<file path="src/rtl/ma_dcache_if.sv">
// Pipeline-side and backing-memory-side signals of ma_dcache.
// The cache takes the slave modport; MA stage and memory drive the master side.
interface ma_dcache_if #(
  parameter int unsigned WIDTH = 32
);
  logic [1:0]       ma;
  logic [WIDTH-1:0] addr;
  logic [WIDTH-1:0] wdata;
  logic [WIDTH-1:0] rdata;
  logic             miss;
  logic             mem_req;
  logic             mem_we;
  logic [WIDTH-1:0] mem_addr;
  logic [WIDTH-1:0] mem_wdata;
  logic             mem_ack;
  logic [WIDTH-1:0] mem_rdata;

  modport slave (
    input  ma, addr, wdata, mem_ack, mem_rdata,
    output rdata, miss, mem_req, mem_we, mem_addr, mem_wdata
  );

  modport master (
    output ma, addr, wdata, mem_ack, mem_rdata,
    input  rdata, miss, mem_req, mem_we, mem_addr, mem_wdata
  );
endinterface

</file>
<file path="src/rtl/ma_dcache.sv">
// Direct-mapped write-through data cache with one-word lines between MA stage and memory.
// Optional feature: define DCACHE_WALLOC_EN to allocate a line on a store miss.
module ma_dcache #(
  parameter int unsigned WIDTH    = 32,
  parameter int unsigned IDX_BITS = 4
) (
  input logic        clk,
  input logic        rst,
  ma_dcache_if.slave bus
);
  localparam int unsigned Lines = 2 ** IDX_BITS;
  localparam int unsigned TagW  = WIDTH - IDX_BITS - 2;

  typedef enum logic [1:0] {StIdle, StFill, StWrite} state_e;

  state_e           state_q, state_d;
  logic             done_q, done_d;
  logic             mem_req_q, mem_req_d;
  logic             mem_we_q, mem_we_d;
  logic [WIDTH-1:0] mem_addr_q, mem_addr_d;
  logic [WIDTH-1:0] mem_wdata_q, mem_wdata_d;

  logic [Lines-1:0] valid_q;
  logic [TagW-1:0]  tag_q  [Lines];
  logic [WIDTH-1:0] data_q [Lines];

  logic                is_load, is_store;
  logic [IDX_BITS-1:0] req_idx, line_idx;
  logic [TagW-1:0]     req_tag, line_tag;
  logic                req_hit, line_hit, ack;
  logic [WIDTH-1:0]    word_addr;
  logic                line_we;
  logic [WIDTH-1:0]    line_wdata;
  logic [WIDTH-1:0]    rdata;
  logic                miss;
  logic                unused_addr_lsb;

  assign is_load   = (bus.ma == 2'b10);
  assign is_store  = (bus.ma == 2'b11);
  assign req_idx   = bus.addr[IDX_BITS+1:2];
  assign req_tag   = bus.addr[WIDTH-1:IDX_BITS+2];
  assign req_hit   = valid_q[req_idx] && (tag_q[req_idx] == req_tag);
  assign word_addr = {bus.addr[WIDTH-1:2], 2'b00};

  // Line updates use the registered request address, which stays put until the ack.
  assign line_idx  = mem_addr_q[IDX_BITS+1:2];
  assign line_tag  = mem_addr_q[WIDTH-1:IDX_BITS+2];
  assign line_hit  = valid_q[line_idx] && (tag_q[line_idx] == line_tag);
  assign ack       = bus.mem_ack && mem_req_q;

  assign unused_addr_lsb = ^bus.addr[1:0];

  always_comb begin
    state_d     = state_q;
    done_d      = 1'b0;
    mem_req_d   = mem_req_q;
    mem_we_d    = mem_we_q;
    mem_addr_d  = mem_addr_q;
    mem_wdata_d = mem_wdata_q;
    line_we     = 1'b0;
    line_wdata  = bus.mem_rdata;
    rdata       = '0;
    miss        = 1'b0;

    unique case (state_q)
      StIdle: begin
        if (is_load) begin
          if (req_hit) begin
            rdata = data_q[req_idx];
          end else begin
            miss       = 1'b1;
            state_d    = StFill;
            mem_req_d  = 1'b1;
            mem_we_d   = 1'b0;
            mem_addr_d = word_addr;
          end
        end else if (is_store && !done_q) begin
          miss        = 1'b1;
          state_d     = StWrite;
          mem_req_d   = 1'b1;
          mem_we_d    = 1'b1;
          mem_addr_d  = word_addr;
          mem_wdata_d = bus.wdata;
        end
      end

      StFill: begin
        miss = 1'b1;
        if (ack) begin
          line_we   = 1'b1;
          mem_req_d = 1'b0;
          state_d   = StIdle;
        end
      end

      StWrite: begin
        miss       = 1'b1;
        line_wdata = mem_wdata_q;
        if (ack) begin
`ifdef DCACHE_WALLOC_EN
          line_we = 1'b1;
`else
          line_we = line_hit;
`endif
          mem_req_d = 1'b0;
          done_d    = 1'b1;
          state_d   = StIdle;
        end
      end

      default: state_d = StIdle;
    endcase
  end

  always_ff @(posedge clk) begin
    if (rst) begin
      state_q     <= StIdle;
      done_q      <= 1'b0;
      mem_req_q   <= 1'b0;
      mem_we_q    <= 1'b0;
      mem_addr_q  <= '0;
      mem_wdata_q <= '0;
    end else begin
      state_q     <= state_d;
      done_q      <= done_d;
      mem_req_q   <= mem_req_d;
      mem_we_q    <= mem_we_d;
      mem_addr_q  <= mem_addr_d;
      mem_wdata_q <= mem_wdata_d;
    end
  end

  always_ff @(posedge clk) begin
    if (rst) begin
      valid_q <= '0;
    end else if (line_we) begin
      valid_q[line_idx] <= 1'b1;
    end
  end

  // Reset wins over a same-cycle ack, so tag/data are gated as well.
  always_ff @(posedge clk) begin
    if (!rst && line_we) begin
      tag_q[line_idx]  <= line_tag;
      data_q[line_idx] <= line_wdata;
    end
  end

  assign bus.rdata     = rdata;
  assign bus.miss      = miss;
  assign bus.mem_req   = mem_req_q;
  assign bus.mem_we    = mem_we_q;
  assign bus.mem_addr  = mem_addr_q;
  assign bus.mem_wdata = mem_wdata_q;

endmodule
</file>
<file path="src/flat_wrapper.sv">
// flat-port wrapper written by rule: the top's interface ports become plain ports
module ma_dcache_flat 
#(
  parameter int unsigned WIDTH    = 32,
  parameter int unsigned IDX_BITS = 4
)
  (clk, rst, bus_ma, bus_addr, bus_wdata, bus_mem_ack, bus_mem_rdata, bus_rdata, bus_miss, bus_mem_req, bus_mem_we, bus_mem_addr, bus_mem_wdata);
  ma_dcache_if #(.WIDTH(WIDTH)) bus_i ();
  input logic clk;
  input logic rst;
  input wire logic [$bits(bus_i.ma)-1:0] bus_ma;
  input wire logic [$bits(bus_i.addr)-1:0] bus_addr;
  input wire logic [$bits(bus_i.wdata)-1:0] bus_wdata;
  input wire logic [$bits(bus_i.mem_ack)-1:0] bus_mem_ack;
  input wire logic [$bits(bus_i.mem_rdata)-1:0] bus_mem_rdata;
  output wire logic [$bits(bus_i.rdata)-1:0] bus_rdata;
  output wire logic [$bits(bus_i.miss)-1:0] bus_miss;
  output wire logic [$bits(bus_i.mem_req)-1:0] bus_mem_req;
  output wire logic [$bits(bus_i.mem_we)-1:0] bus_mem_we;
  output wire logic [$bits(bus_i.mem_addr)-1:0] bus_mem_addr;
  output wire logic [$bits(bus_i.mem_wdata)-1:0] bus_mem_wdata;
  assign bus_i.ma = bus_ma;
  assign bus_i.addr = bus_addr;
  assign bus_i.wdata = bus_wdata;
  assign bus_i.mem_ack = bus_mem_ack;
  assign bus_i.mem_rdata = bus_mem_rdata;
  assign bus_rdata = bus_i.rdata;
  assign bus_miss = bus_i.miss;
  assign bus_mem_req = bus_i.mem_req;
  assign bus_mem_we = bus_i.mem_we;
  assign bus_mem_addr = bus_i.mem_addr;
  assign bus_mem_wdata = bus_i.mem_wdata;
  ma_dcache #(.WIDTH(WIDTH), .IDX_BITS(IDX_BITS)) u_core (.clk(clk), .rst(rst), .bus(bus_i));
endmodule
</file>
<file path="config.mk">
export PLATFORM = sky130hd
export DESIGN_NAME = ma_dcache_flat
export DESIGN_NICKNAME = d
export VERILOG_FILES = /design/src/rtl/ma_dcache_if.sv /design/src/rtl/ma_dcache.sv /design/src/flat_wrapper.sv
export SDC_FILE = /design/constraint.sdc
export NUM_CORES = 1
export LEC_CHECK = 0
export BUFFER_PORTS_ARGS = -buffer_cell sky130_fd_sc_hd__buf_4
export CELL_PAD_IN_SITES_DETAIL_PLACEMENT = 0
export CELL_PAD_IN_SITES_GLOBAL_PLACEMENT = 1
export CORE_ASPECT_RATIO = 1.2
export CORE_MARGIN = 3
export CORE_UTILIZATION = 54
export DETAILED_ROUTE_END_ITERATION = 10
export PLACE_DENSITY_LB_ADDON = 0.2
export SYNTH_ARGS = -nofsm -noshare
export SYNTH_HDL_FRONTEND = slang
export SYNTH_SLANG_ARGS = --single-unit
</file>
<file path="constraint.sdc">
create_clock -name clk -period 8.9 [get_ports clk]
set_clock_uncertainty 0.05 [all_clocks]
set_input_delay 1.78 -clock clk [delete_from_list [all_inputs] [get_ports clk]]
set_output_delay 1.78 -clock clk [all_outputs]
set_load 0.03 [all_outputs]
</file>
==> impl_results.md <==
* Largest family of logic cells by synthesized area: multiplexers
* Crit path largest cell delay at approximately 0.9 ns
* DP HPWL at between 60000 and 70000 um
* Syn Std Cell Area at 0.04379 mm^2
* Placed cell count at around 3.4k
* Routed vias/inst at ~6.7
* Area added between synthesis and finish at 13.73%
* Worst EP required at 7.07 ns
* Clock Latency Late Sink at ~0.67 ns
* Critical path's slowest cell: and4_2
* Clk slew on worst S/H paths at ~0.060 ns
* Post-synthesis adder-cell area fraction at less than 1%
* Max FO, Critical Path at 71
* Mapped Cells at approximately 2.3k
* Worst IR drop on VDD at roughly 0.17 mV
* Die Span Y at approximately 320 um
* Ys flop type: edfxtp_1
* Hold crit path type: flip-flop to flip-flop
* Status: completed
* Layout cells sized above 1 at between 30% and 40%
* Worst reg-to-reg path cell count at 11
* WL per Instance at roughly 32 um
* Simple-gate area share of the yosys netlist at ~3.5%
* WHS Endpoint: u_core.bus.mem_wdata[3]
* Hold_buf cts at 0
* Pwr dens at 210.9 mW/mm^2
* Unique masters post-synth at 68
* Worst Hold Depth at 2
* Compound-Gate Fraction of Synth Area at 4.083%
* Core Area at around 0.08 mm^2
* Ranking of synthesized cells by area: edfxtp_1, mux4_2, dfxtp_1
* Most numerous cell in the Yosys netlist: edfxtp_1
* R2r setup slk at between 2 and 3 ns
* Final setup viols at 0
* Fin cells at ~3.6k
* I/O pin cnt at 200
* Commonest cells in the netlist: edfxtp_1, mux4_2, nand2_1, mux2i_1, dfxtp_1
* CP startpoint kind: input pin
* Worst Max-Slew Pin Slew at between 1 and 1.5 ns
* Longest Clk Path Bufs at 3
* Xor and xnor fraction of the mapped netlist area at under 10%
* CTS tree: done
* EDFF count, synth at roughly 930
* Initial core utilization at between 50% and 60%
* Postcts setup bufs at 0
* Slew headroom at between 20% and 30%
* Final #Nets at 2574
* Cell mode on critical path: buf_4
* Initial antenna violation count at 4
* Multiplexer share of the synthesized area at between 20% and 30%
* R2R Path End: u_core.tag_q[9][17]
* GRT Overall Usage at between 20% and 30%
* Period utilisation layout at around nine tenths
* Post-DRT Antenna Nets at 0
* Leakage at about 0.016 uW
* Sum Neg Setup Slack at 0 ns
* Global-route wire length before repair at 168500 um
* Pre-antenna DRT Iters at 5
* Syn avg cell area at just under 20 um^2
* Via count at around 24k
* Min-delay src: u_core.bus.mem_wdata[3]
* RSZ-0062 raised after global routing: false
* DRC viols at 0
* DIE WIDTH at approximately 270 um
* Resize count post-CTS at 0
* CP endpoint kind: output port
* Delay-heaviest family, CP: buffers and inverters
* Synth top area share at 63.63%
* Yosys Warn Count at 0
* Sequential-to-total area share from yosys stat at around two thirds
* Final WL at 115100 um
* Starting DRT DRC Count at roughly 2.5k
* Tmin final at 7.892 ns
* Worst setup path class: input pin to output port
* Routability Congestion at a little over 0.8
* TritonCTS Buffers at 99
* Synthesized flop and latch total at 1015
* Slew Limit Fails at 0
* Die area at approximately 0.085 mm^2
* Largest net degree at the start of global routing at 90
* Fin. Hold Viols at 0
* CTS root buffer: clkbuf_16
* Std cell rows at approximately 110
* CTS Sinks at between 1k and 1.5k
* Crit-path cells: buf_6 -> buf_4 -> mux4_2 -> mux2_2 -> mux2i_1 -> xor2_1 -> nand3_1 -> nor4_1 -> and4_2 -> and3_1 -> buf_4
* Dominant cell type by area after synthesis: edfxtp_1
* Vias in the first global route at between 20k and 30k
* Crit path buffers/inverters at 3
* Max Freq at between 100 and 150 MHz
* Max-cap violations at 0
* Port bufs at approximately 200
* Crit. path cell count at 11
* WP data arrival at roughly 6.1 ns
* Overflow after GRT at 0
* H-tree depth at 3
* Asr flop ratio synth at 0%
* Worst hold slack at ~0.42 ns
## power by group
part / internal (uW) / total, uW / switching (uW)
combinational: 368 / 887 / 519
clock: 2450 / 4240 / 1780
sequential: 5290 / 5380 / 90.3
## state kept, by name, indices dropped and copies added, names as in the netlist, named ones only
name / flops
u_core.bus.mem_we: 1
u_core.tag_q: 416
u_core.bus.mem_wdata: 32
u_core.bus.mem_addr: 30
u_core.state_q: 2
u_core.done_q: 1
u_core.data_q: 512
u_core.valid_q: 16
u_core.bus.mem_req: 1
## how the worst max path moves through the flow
stage | startpoint | endpoint | slack [ns]
2_1_floorplan | bus_mem_ack | u_core.data_q[15][0] | 1.38
3_3_place_gp | bus_addr[3] | bus_rdata[4] | 1.04
3_5_place_dp | bus_addr[3] | bus_rdata[12] | 1.02
4_1_cts | bus_addr[3] | bus_rdata[12] | 1.03
5_1_grt | bus_addr[3] | bus_rdata[15] | 0.72
6_report | bus_addr[3] | bus_rdata[7] | 1.01
## metrics by stage
stage          utilization [%]  setup slack, ns  total power, uW  area [um^2]
2_1_floorplan                -            1.380             6043        43800
3_5_place_dp             58.31            1.021             6368        46500
4_1_cts                  62.45            1.030            10580        49800
3_3_place_gp             58.31            1.041             6348        46500
6_report                 62.46            1.008            10500        49810
5_1_grt                  62.45           0.7159            10840        49800
## routing by layer
metal / up-vias / track usage (%) / routed length [um]
met5: - / 0 / 20
met4: 4 / 10.02 / 4128
met3: 230 / 5.861 / 9614
met2: 1126 / 43.91 / 56120
met1: 12670 / 37.87 / 45220
li1: 9897 / - / -
## layout by cell type, fill, tap and decap left out, types with 11 or more instances in the layout
cell       count
edfxtp_1     928
mux4_2       349
buf_4        238
nand2_1      113
clkbuf_16    101
mux2i_1       97
dfxtp_1       83
a21oi_1       45
mux2_2        39
xnor2_1       37
and3_1        37
nor2_1        29
o311a_1       29
a31o_1        29
xor2_1        26
nand3_1       22
clkbuf_1      21
nor2b_1       20
clkinv_2      20
clkinv_1      16
a22oi_1       15
mux2_1        15
nor2_4        15
o2bb2ai_2     15
nand2b_1      13
nor4_1        12
buf_12        11
## tightest hold or removal path, delay by kind of cell (launching register included)
kind / cells / cell delay [ns]
AND/OR/NAND/NOR: 1 / 0.06
AO/OA/AOI/OAI: 1 / 0.05
flip-flops: 1 / 0.32
## logic make-up (layout without fill, tap and decap cells)
family | after synthesis | after routing
xor gates and xnor gates | 63 | 63
AOI/OAI and AO/OA | 219 | 219
and+or+nand+nor | 304 | 304
other | 1 | 4
buffers and inverters | 172 | 449
muxes | 500 | 500
DFF | 1015 | 1015
adders and majority gates | 4 | 4
## cell type report
class                   instances  area, um^2
well taps                    1035        1295
diodes                          2       5.005
repair buffers                252        2048
inverters                       9       33.78
flip-flops and latches       1015       29620
clock buffers                 131        2730
clock inverters                57       571.8
multi-input cells            1092       13500
fillers                      5525       29940
No activity file was read; power rests on OpenSTA's default activity.
